--- config.mk ---
export PLATFORM = sky130hd
export DESIGN_NAME = axi_line_master
export DESIGN_NICKNAME = d
export VERILOG_FILES = /design/src/rtl/axi_line_master_pkg.sv /design/src/rtl/axi_line_master.sv
export SDC_FILE = /design/constraint.sdc
export NUM_CORES = 1
export LEC_CHECK = 0
export CAP_MARGIN = 30
export CORE_MARGIN = 2
export CORE_UTILIZATION = 41
export DETAILED_ROUTE_END_ITERATION = 6
export PLACE_DENSITY = 0.74
export SYNTH_ARGS = -nofsm -noshare
export SYNTH_HDL_FRONTEND = slang
export SYNTH_SLANG_ARGS = --single-unit
--- constraint.sdc ---
create_clock -name M_AXI_ACLK -period 2.1 [get_ports M_AXI_ACLK]
set_clock_uncertainty 0.2 [all_clocks]
set_input_delay 0.42 -clock M_AXI_ACLK [delete_from_list [all_inputs] [get_ports M_AXI_ACLK]]
set_output_delay 0.42 -clock M_AXI_ACLK [all_outputs]
set_load 0.1 [all_outputs]
--- src/rtl/axi_line_master_pkg.sv ---
// Shared AXI constants and encoding helpers for the line master.
package axi_line_master_pkg;

  localparam logic [1:0] AXI_BURST_INCR  = 2'b01;
  localparam logic [1:0] AXI_RESP_OKAY   = 2'b00;
  localparam logic [1:0] AXI_RESP_SLVERR = 2'b10;
  localparam logic [1:0] AXI_RESP_DECERR = 2'b11;

  // AxSIZE encoding: log2 of bytes per beat.
  function automatic logic [2:0] axi_size(input int unsigned nbytes);
    return 3'($clog2(nbytes));
  endfunction

endpackage

--- src/rtl/axi_line_master.sv ---
// AXI3 line master: one INCR burst (read or write) per core request, then a one-cycle response.
// Optional macro AXI_RESP_CHECK_EN enables RRESP/BRESP/RLAST error reporting on rsp_err.
module axi_line_master
  import axi_line_master_pkg::*;
#(
  parameter int unsigned WIDTH_ID  = 2,
  parameter int unsigned WIDTH_DA  = 32,
  parameter int unsigned WIDTH_AD  = 32,
  parameter int unsigned BURST_LEN = 4
) (
  input  logic                          M_AXI_ACLK,
  input  logic                          M_AXI_ARESETN,
  input  logic                          req_valid,
  output logic                          req_ready,
  input  logic                          req_we,
  input  logic [WIDTH_AD-1:0]           req_addr,
  input  logic [BURST_LEN*WIDTH_DA-1:0] req_wdata,
  output logic                          rsp_valid,
  output logic [BURST_LEN*WIDTH_DA-1:0] rsp_rdata,
  output logic                          rsp_err,
  output logic [WIDTH_ID-1:0]           M_AXI_AWID,
  output logic [WIDTH_AD-1:0]           M_AXI_AWADDR,
  output logic [3:0]                    M_AXI_AWLEN,
  output logic [2:0]                    M_AXI_AWSIZE,
  output logic [1:0]                    M_AXI_AWBURST,
  output logic                          M_AXI_AWVALID,
  input  logic                          M_AXI_AWREADY,
  output logic [WIDTH_DA-1:0]           M_AXI_WDATA,
  output logic [WIDTH_DA/8-1:0]         M_AXI_WSTRB,
  output logic                          M_AXI_WLAST,
  output logic                          M_AXI_WVALID,
  input  logic                          M_AXI_WREADY,
  input  logic [WIDTH_ID-1:0]           M_AXI_BID,
  input  logic [1:0]                    M_AXI_BRESP,
  input  logic                          M_AXI_BVALID,
  output logic                          M_AXI_BREADY,
  output logic [WIDTH_ID-1:0]           M_AXI_ARID,
  output logic [WIDTH_AD-1:0]           M_AXI_ARADDR,
  output logic [3:0]                    M_AXI_ARLEN,
  output logic [2:0]                    M_AXI_ARSIZE,
  output logic [1:0]                    M_AXI_ARBURST,
  output logic                          M_AXI_ARVALID,
  input  logic                          M_AXI_ARREADY,
  input  logic [WIDTH_ID-1:0]           M_AXI_RID,
  input  logic [WIDTH_DA-1:0]           M_AXI_RDATA,
  input  logic [1:0]                    M_AXI_RRESP,
  input  logic                          M_AXI_RLAST,
  input  logic                          M_AXI_RVALID,
  output logic                          M_AXI_RREADY
);

  localparam int unsigned BYTES    = WIDTH_DA / 8;
  localparam int unsigned OFF_BITS = $clog2(BURST_LEN * BYTES);
  localparam int unsigned IDX_W    = $clog2(BURST_LEN);
  localparam logic [3:0]  LAST_BEAT = 4'(BURST_LEN - 1);
  localparam logic [2:0]  AX_SIZE   = axi_size(BYTES);

  typedef enum logic [2:0] {StIdle, StAr, StR, StAw, StW, StB, StRsp} state_e;

  state_e                             state_q;
  logic [WIDTH_AD-1:0]                addr_q;
  logic [BURST_LEN-1:0][WIDTH_DA-1:0] wline_q;
  logic [BURST_LEN-1:0][WIDTH_DA-1:0] rline_q;
  logic [3:0]                         beat_cnt_q;
  logic arvalid_q, awvalid_q, wvalid_q, wlast_q, rready_q, bready_q, rsp_valid_q, err_q;

  logic [IDX_W-1:0] beat_idx;
  logic             is_last;
  logic             r_err, b_err;
  logic             unused_in;

  assign beat_idx = beat_cnt_q[IDX_W-1:0];
  assign is_last  = (beat_cnt_q == LAST_BEAT);

`ifdef AXI_RESP_CHECK_EN
  assign r_err     = (M_AXI_RRESP != AXI_RESP_OKAY) || (M_AXI_RLAST != is_last);
  assign b_err     = (M_AXI_BRESP != AXI_RESP_OKAY);
  assign unused_in = ^{M_AXI_RID, M_AXI_BID, req_addr[OFF_BITS-1:0]};
`else
  assign r_err     = 1'b0;
  assign b_err     = 1'b0;
  assign unused_in = ^{M_AXI_RID, M_AXI_BID, M_AXI_RRESP, M_AXI_BRESP, M_AXI_RLAST,
                       req_addr[OFF_BITS-1:0]};
`endif

  always_ff @(posedge M_AXI_ACLK or negedge M_AXI_ARESETN) begin
    if (!M_AXI_ARESETN) begin
      state_q     <= StIdle;
      addr_q      <= '0;
      wline_q     <= '0;
      rline_q     <= '0;
      beat_cnt_q  <= '0;
      arvalid_q   <= 1'b0;
      awvalid_q   <= 1'b0;
      wvalid_q    <= 1'b0;
      wlast_q     <= 1'b0;
      rready_q    <= 1'b0;
      bready_q    <= 1'b0;
      rsp_valid_q <= 1'b0;
      err_q       <= 1'b0;
    end else begin
      rsp_valid_q <= 1'b0;
      unique case (state_q)
        StIdle: begin
          if (req_valid) begin
            addr_q     <= {req_addr[WIDTH_AD-1:OFF_BITS], OFF_BITS'(0)};
            wline_q    <= req_wdata;
            err_q      <= 1'b0;
            beat_cnt_q <= '0;
            if (req_we) begin
              awvalid_q <= 1'b1;
              state_q   <= StAw;
            end else begin
              arvalid_q <= 1'b1;
              state_q   <= StAr;
            end
          end
        end
        StAr: begin
          if (M_AXI_ARREADY) begin
            arvalid_q <= 1'b0;
            rready_q  <= 1'b1;
            state_q   <= StR;
          end
        end
        StR: begin
          if (M_AXI_RVALID) begin
            rline_q[beat_idx] <= M_AXI_RDATA;
            if (r_err) err_q <= 1'b1;
            if (is_last) begin
              rready_q    <= 1'b0;
              beat_cnt_q  <= '0;
              rsp_valid_q <= 1'b1;
              state_q     <= StRsp;
            end else begin
              beat_cnt_q <= beat_cnt_q + 4'd1;
            end
          end
        end
        StAw: begin
          // W only opens after AW has been accepted.
          if (M_AXI_AWREADY) begin
            awvalid_q <= 1'b0;
            wvalid_q  <= 1'b1;
            wlast_q   <= 1'b0;
            state_q   <= StW;
          end
        end
        StW: begin
          if (M_AXI_WREADY) begin
            if (is_last) begin
              wvalid_q   <= 1'b0;
              wlast_q    <= 1'b0;
              beat_cnt_q <= '0;
              bready_q   <= 1'b1;
              state_q    <= StB;
            end else begin
              beat_cnt_q <= beat_cnt_q + 4'd1;
              wlast_q    <= ((beat_cnt_q + 4'd1) == LAST_BEAT);
            end
          end
        end
        StB: begin
          if (M_AXI_BVALID) begin
            bready_q    <= 1'b0;
            if (b_err) err_q <= 1'b1;
            rsp_valid_q <= 1'b1;
            state_q     <= StRsp;
          end
        end
        StRsp:   state_q <= StIdle;
        default: state_q <= StIdle;
      endcase
    end
  end

  assign req_ready = (state_q == StIdle);
  assign rsp_valid = rsp_valid_q;
  assign rsp_rdata = rline_q;
  assign rsp_err   = rsp_valid_q & err_q;

  // Burst controls are only driven while the matching VALID is up.
  assign M_AXI_ARID    = '0;
  assign M_AXI_ARADDR  = addr_q;
  assign M_AXI_ARLEN   = arvalid_q ? LAST_BEAT : 4'd0;
  assign M_AXI_ARSIZE  = arvalid_q ? AX_SIZE : 3'd0;
  assign M_AXI_ARBURST = arvalid_q ? AXI_BURST_INCR : 2'b00;
  assign M_AXI_ARVALID = arvalid_q;
  assign M_AXI_RREADY  = rready_q;

  assign M_AXI_AWID    = '0;
  assign M_AXI_AWADDR  = addr_q;
  assign M_AXI_AWLEN   = awvalid_q ? LAST_BEAT : 4'd0;
  assign M_AXI_AWSIZE  = awvalid_q ? AX_SIZE : 3'd0;
  assign M_AXI_AWBURST = awvalid_q ? AXI_BURST_INCR : 2'b00;
  assign M_AXI_AWVALID = awvalid_q;

  assign M_AXI_WDATA   = wline_q[beat_idx];
  assign M_AXI_WSTRB   = wvalid_q ? '1 : '0;
  assign M_AXI_WLAST   = wlast_q;
  assign M_AXI_WVALID  = wvalid_q;
  assign M_AXI_BREADY  = bready_q;

endmodule

After elaboration in Yosys (flattened, before gate mapping)
Cells that the tools add are included.
{"block": "word_totals", "regBits": 298, "latchBits": 0, "ramBits": 0, "romBits": 0, "out_inout_bits": 259, "elab_cells": 109, "memories": 0}
{"block": "op_classes", "n_addsub": 1, "mul": 0, "n_div": 0, "n_lt_le_gt_ge": 2, "eq_ne": 17, "n_shift": 0, "mux": 53, "bitwise": 0, "reduce_logical": 18}
{"op": "128-bit bitwise mux", "count": 1}
{"op": "32-bit binary-select mux with 2-bit select", "count": 1}
{"op": "32-bit demux with 2-bit select", "count": 1}
{"op": "32-bit two-way mux", "count": 2}
{"op": "3-bit two-way mux", "count": 8}
{"op": "4-bit AND reduction", "count": 6}
{"op": "1-bit two-way mux", "count": 21}
{"op": "4-bit two-way mux", "count": 5}
{"op": "2-bit != test, second input constant", "count": 9}
{"op": "3-bit case mux with 6 select lines", "count": 1}
{"op": "1-bit case mux with 2 select lines", "count": 7}
{"op": "4-bit case mux with 3 select lines", "count": 1}
{"op": "2-bit two-way mux", "count": 5}
{"op": "2-bit nonzero test", "count": 5}
{"op": "4-bit by 2-bit equality test with 1-bit output, second input constant", "count": 2}
{"op": "8-bit AND reduction", "count": 1}
{"op": "3-bit by 2-bit equality test with 1-bit output, second input constant", "count": 2}
{"op": "3-bit equality test, second input constant", "count": 2}
{"op": "4-bit by 1-bit adder with 4-bit output, second input constant", "count": 1}
{"op": "2-bit AND reduction", "count": 2}
{"op": "3-bit by 1-bit equality test with 1-bit output, second input constant", "count": 1}
{"op": "3-bit zero test", "count": 1}
{"op": "2-bit by 3-bit < comparator with 1-bit output, second input constant", "count": 1}
{"op": "3-bit AND reduction", "count": 1}
{"op": "other kinds (4)", "count": 4}

Longest topological paths before layout
{"block": "depth", "depth_word": 5, "ltp_mapped": 7, "ltp_nobuf": 5}

Worst setup path after synthesis
Ideal clock, no wire load.
{"block": "synth_path", "path_type": "reg-to-reg", "start": "register state_q[1]", "end": "register wline_q[127] (netlist bit)", "setup_time_ns": 0.125, "arrival_time_ns": 2.742, "path_slack_ns": -0.967, "stages_incl_launch_ff": 7, "path_buffers": 3, "period_less_slack_ns": 3.067, "cell_sequence": "dfrtp_1 > buf_2 > nor3_2 > and2_4 > buf_6 > buf_6 > mux2_2"}
{"block": "synth_via", "elab_chain_len": 2}
{"element": "from (decl)", "line_no": "axi_line_master.sv:60", "source": "state_e state_q;"}
{"element": "from (signal assigned)", "line_no": "axi_line_master.sv:88", "source": "state_q <= StIdle;"}
{"element": "from (signal assigned)", "line_no": "axi_line_master.sv:112", "source": "state_q <= StAw;"}
{"element": "from (signal assigned)", "line_no": "axi_line_master.sv:115", "source": "state_q <= StAr;"}
{"element": "3-bit zero test"}
{"element": "net req_ready", "line_no": "axi_line_master.sv:14", "source": "output logic req_ready,"}
{"element": "2-bit AND reduction (no source line)"}
{"element": "to (signal assigned)", "line_no": "axi_line_master.sv:107", "source": "wline_q <= req_wdata;"}
{"element": "to (decl)", "line_no": "axi_line_master.sv:62", "source": "logic [BURST_LEN-1:0][WIDTH_DA-1:0] wline_q;"}
The timed path passes the listed nets, and every way through them passes these cells.
A chain may end at the register's enable or synchronous reset.

Worst setup path in the final report
{"block": "layout_path", "start": "register beat_cnt_q[0]", "end": "output M_AXI_WDATA[28]"}
{"block": "layout_via", "elab_chain_len": 2}
{"element": "from (decl)", "line_no": "axi_line_master.sv:64", "source": "logic [3:0] beat_cnt_q;"}
{"element": "from (signal assigned)", "line_no": "axi_line_master.sv:136", "source": "beat_cnt_q <= beat_cnt_q + 4'd1;"}
{"element": "from (signal assigned)", "line_no": "axi_line_master.sv:158", "source": "beat_cnt_q <= beat_cnt_q + 4'd1;"}
{"element": "32-bit binary-select mux with 2-bit select", "line_no": "axi_line_master.sv:198", "source": "assign M_AXI_WDATA = wline_q[beat_idx];"}
{"element": "32-bit two-way mux (implied by the code)", "line_no": "axi_line_master.sv:198"}
{"element": "to (decl)", "line_no": "axi_line_master.sv:28", "source": "output logic [WIDTH_DA-1:0] M_AXI_WDATA,"}
Every way passes these cells. The select of a mux whose other input is x is not followed.

==> impl_metrics.toml <==
[status]
outcome = "finished, violations left"
violations_in_the_final_reports = "negative setup slack"

[synth]
synthesis_stage_register_bit_count = 298
synth_area_leaders = "sky130_fd_sc_hd__dfrtp_1 (58%), sky130_fd_sc_hd__mux2_2 (24%), sky130_fd_sc_hd__mux4_2 (5.6%), sky130_fd_sc_hd__buf_4 (3.8%), sky130_fd_sc_hd__buf_6 (2.5%)"
synth.top_cells.by_count = "sky130_fd_sc_hd__dfrtp_1 (298), sky130_fd_sc_hd__mux2_2 (269), sky130_fd_sc_hd__buf_4 (64)"
ys_dominant_reg_cell = "sky130_fd_sc_hd__dfrtp_1"
cell_with_the_most_instances_after_synthesis = "sky130_fd_sc_hd__dfrtp_1"
syn-instance-count = 802
syn-mean-instance-area_um2 = 16.0
synthDominantCellAreaShare_pct = 58.3
synth-edff-count = 0
async_flop_share_pct = 100
syn_area_mm2 = 0.0128
synth.distinct_cells = 37
synth_warnings = 0
netlist.top_cell.by_area = "sky130_fd_sc_hd__dfrtp_1"
seq_area_frac_synth_pct = 58.3

[die]
ioPinCount = 469
fp.dieW_um = 181
num_rows = 64
fp.dieH_um = 181
floorplan.core_area_mm2 = 0.0307
initial_core_util_pct = 41.7
die_area_mm2 = 0.0326

[sta]
achievable-frequency_mhz = 389
post-route-worst-setup-slack_ns = -0.470
unrepaired_setup_endpoints_after_global_routing = "true"
slew_viol_final = 0
finalSetupViolCount = 33
worst_slew_margin_pct = 65.7
min_period_ns = 2.57
fin_worst_hold_slack_ns = 0.214
worst_slew_pin_slew_ns = 0.515
final_min_period_over_clock_period_pct = 122
hold_viol = 0

[routing]
detail-route-antenna-nets = 0
drt_iter0_drc = 313
vias_per_cell = 5.03
drt_first_pass_iters = 4
total_detailed_routing_wirelength_um = 35500
via_count = 8376
remaining_drc_errors = 0
routed_wire_per_std_cell_um = 21.3

[setup_path]
critical_path.startpoint_type = "flip-flop"
arrival_ns = 1.95
critical_path_class = "flip-flop to output port"
crit_path_capture_type = "output port"
worst-path-max-fanout = 6
cp.required_ns = 1.48

[placed_design]
detailed_place_hpwl_um = 26600
port_buffers = 432
gp_congestion = 0.810

[clock_network]
cts-root-buf = "sky130_fd_sc_hd__clkbuf_16"
clock_tree_from_tritoncts = "done"
cts_made_buffers = 35
clock_tree.htree_level_count = 2
clk-insertion-delay-late_ns = 0.50
cts_max_path_buffers = 3
clkTransAtPathRegs_ns = 0.06
clock_sinks = 298

[global_route]
maximum_number_of_pins_on_one_net_before_global_route_repair = 57
vias_in_the_first_global_route = 9116
grt_pass1_wl_um = 54400
global_routing_usage_summed_across_all_routing_layers_pct = 21.5
grt_antenna_before_repair = 2
grt.overflow.total = 0

[finish]
finalNetCount = 1456
final.fill_count = 2029
synthToLayoutAreaGrowth_pct = 65.6
final_layout_size_suffix_gt1_share_pct = 53.2

[run]
maxCapViolations = 0

[min_path]
hold_removal_path_class = "input pin to async pin"
==> final cells by class <==
class | count | area, um2 | area share [%]
tap | 396 | 495 | 2.34
clock inverter | 10 | 160 | 0.756
timing repair buffer | 487 | 7360 | 34.7
sequential | 298 | 7460 | 35.2
multi-input combinational | 413 | 4610 | 21.8
clock buffer | 51 | 1060 | 5.00
inverter | 7 | 26.3 | 0.124
antenna | 2 | 5.00 | 0.0236
==> timing repair <==
action	in CTS	in global routing
resized for setup	7	23
pin swaps	0	2
setup endpoints to repair	38	38
hold buffers	1	0
buffers inserted	2	4
cloned	1	1
endpoints found under the hold margin	145	0
==> worst max-delay path, cell delays in order, from the launching register on <==
cell and delay (ns):
sky130_fd_sc_hd__dfrtp_2 0.38, sky130_fd_sc_hd__buf_12 0.15, sky130_fd_sc_hd__clkbuf_16 0.16, sky130_fd_sc_hd__mux4_2 0.54, sky130_fd_sc_hd__buf_12 0.19
==> through the flow <==
| stage | instance area (um2) | setup WS [ns] | utilization, % | TNS, ns | instances |
|---|---|---|---|---|---|
| final | 21200 | -0.470 | 69.1 | -14.30 | 1664 |
| after global routing | 21200 | -0.524 | 69.1 | -17.35 | 1664 |
| after CTS | 21000 | -0.508 | 68.6 | -15.19 | 1657 |
| after detailed placement | 19700 | -0.224 | 64.3 | -36.39 | 1592 |
| after global placement | 19700 | -0.202 | 64.3 | -32.76 | 1592 |
| after floorplan | 12900 | -0.490 | - | -74.39 | 824 |
==> routing by layer <==
layer	part of all wire, %	GRT usage [%]
met5	0	0
met4	4.2	9.19
met3	5.4	4.53
met2	54	39.1
met1	37	24.4
==> logic make-up (layout without fill, tap and decap cells) <==
kind of cell	count (synthesis)	count (layout)	synth area share, %
adder cells (fa/ha/maj)	4	4	0.391
XOR/XNOR	2	2	0.137
AND/OR/NAND/NOR	32	32	1.55
multiplexers	321	321	31.3
other	1	25	0.0293
buffers and inverters	113	555	6.94
flip-flops	298	298	58.3
AO/OA/AOI/OAI	31	31	1.41
==> registers in the layout, summed over array words and instances (netlist names) <==
signal         count
M_AXI_WVALID       1
M_AXI_WLAST        1
M_AXI_ARADDR      28
rsp_valid          1
state_q            3
beat_cnt_q         4
wline_q          128
M_AXI_BREADY       1
M_AXI_ARVALID      1
M_AXI_AWVALID      1
M_AXI_RREADY       1
rsp_rdata        128
==> cells in the final DEF, fill, tap and decap left out, types with 13 or more instances in the layout <==
cell type,count
sky130_fd_sc_hd__buf_12,252
sky130_fd_sc_hd__mux2_2,263
sky130_fd_sc_hd__conb_1,23
sky130_fd_sc_hd__clkdlybuf4s50_1,195
sky130_fd_sc_hd__mux2_4,13
sky130_fd_sc_hd__dfrtp_1,292
sky130_fd_sc_hd__o21ai_0,16
sky130_fd_sc_hd__clkbuf_16,38
sky130_fd_sc_hd__buf_4,32
sky130_fd_sc_hd__mux4_2,32
==> worst paths after layout <==
| check | from | to | slack [ns] | depth (start not counted) |
|---|---|---|---|---|
| max | beat_cnt_q[0] | M_AXI_WDATA[28] | -0.47 | 4 |
| min | M_AXI_ARESETN | wline_q[47] | 0.21 | 2 |
| max reg2reg | beat_cnt_q[0] | state_q[0] | -0.02 | 8 |
| min reg2reg | wline_q[79] | wline_q[79] | 0.28 | 1 |
| max in group asynchronous | M_AXI_ARESETN | state_q[1] | 0.80 | 3 |
| min in group M_AXI_ACLK | wline_q[79] | wline_q[79] | 0.28 | 1 |
Power is not shown: default switching activity piles up to over one toggle a cycle in this logic, so the estimate is an artifact.
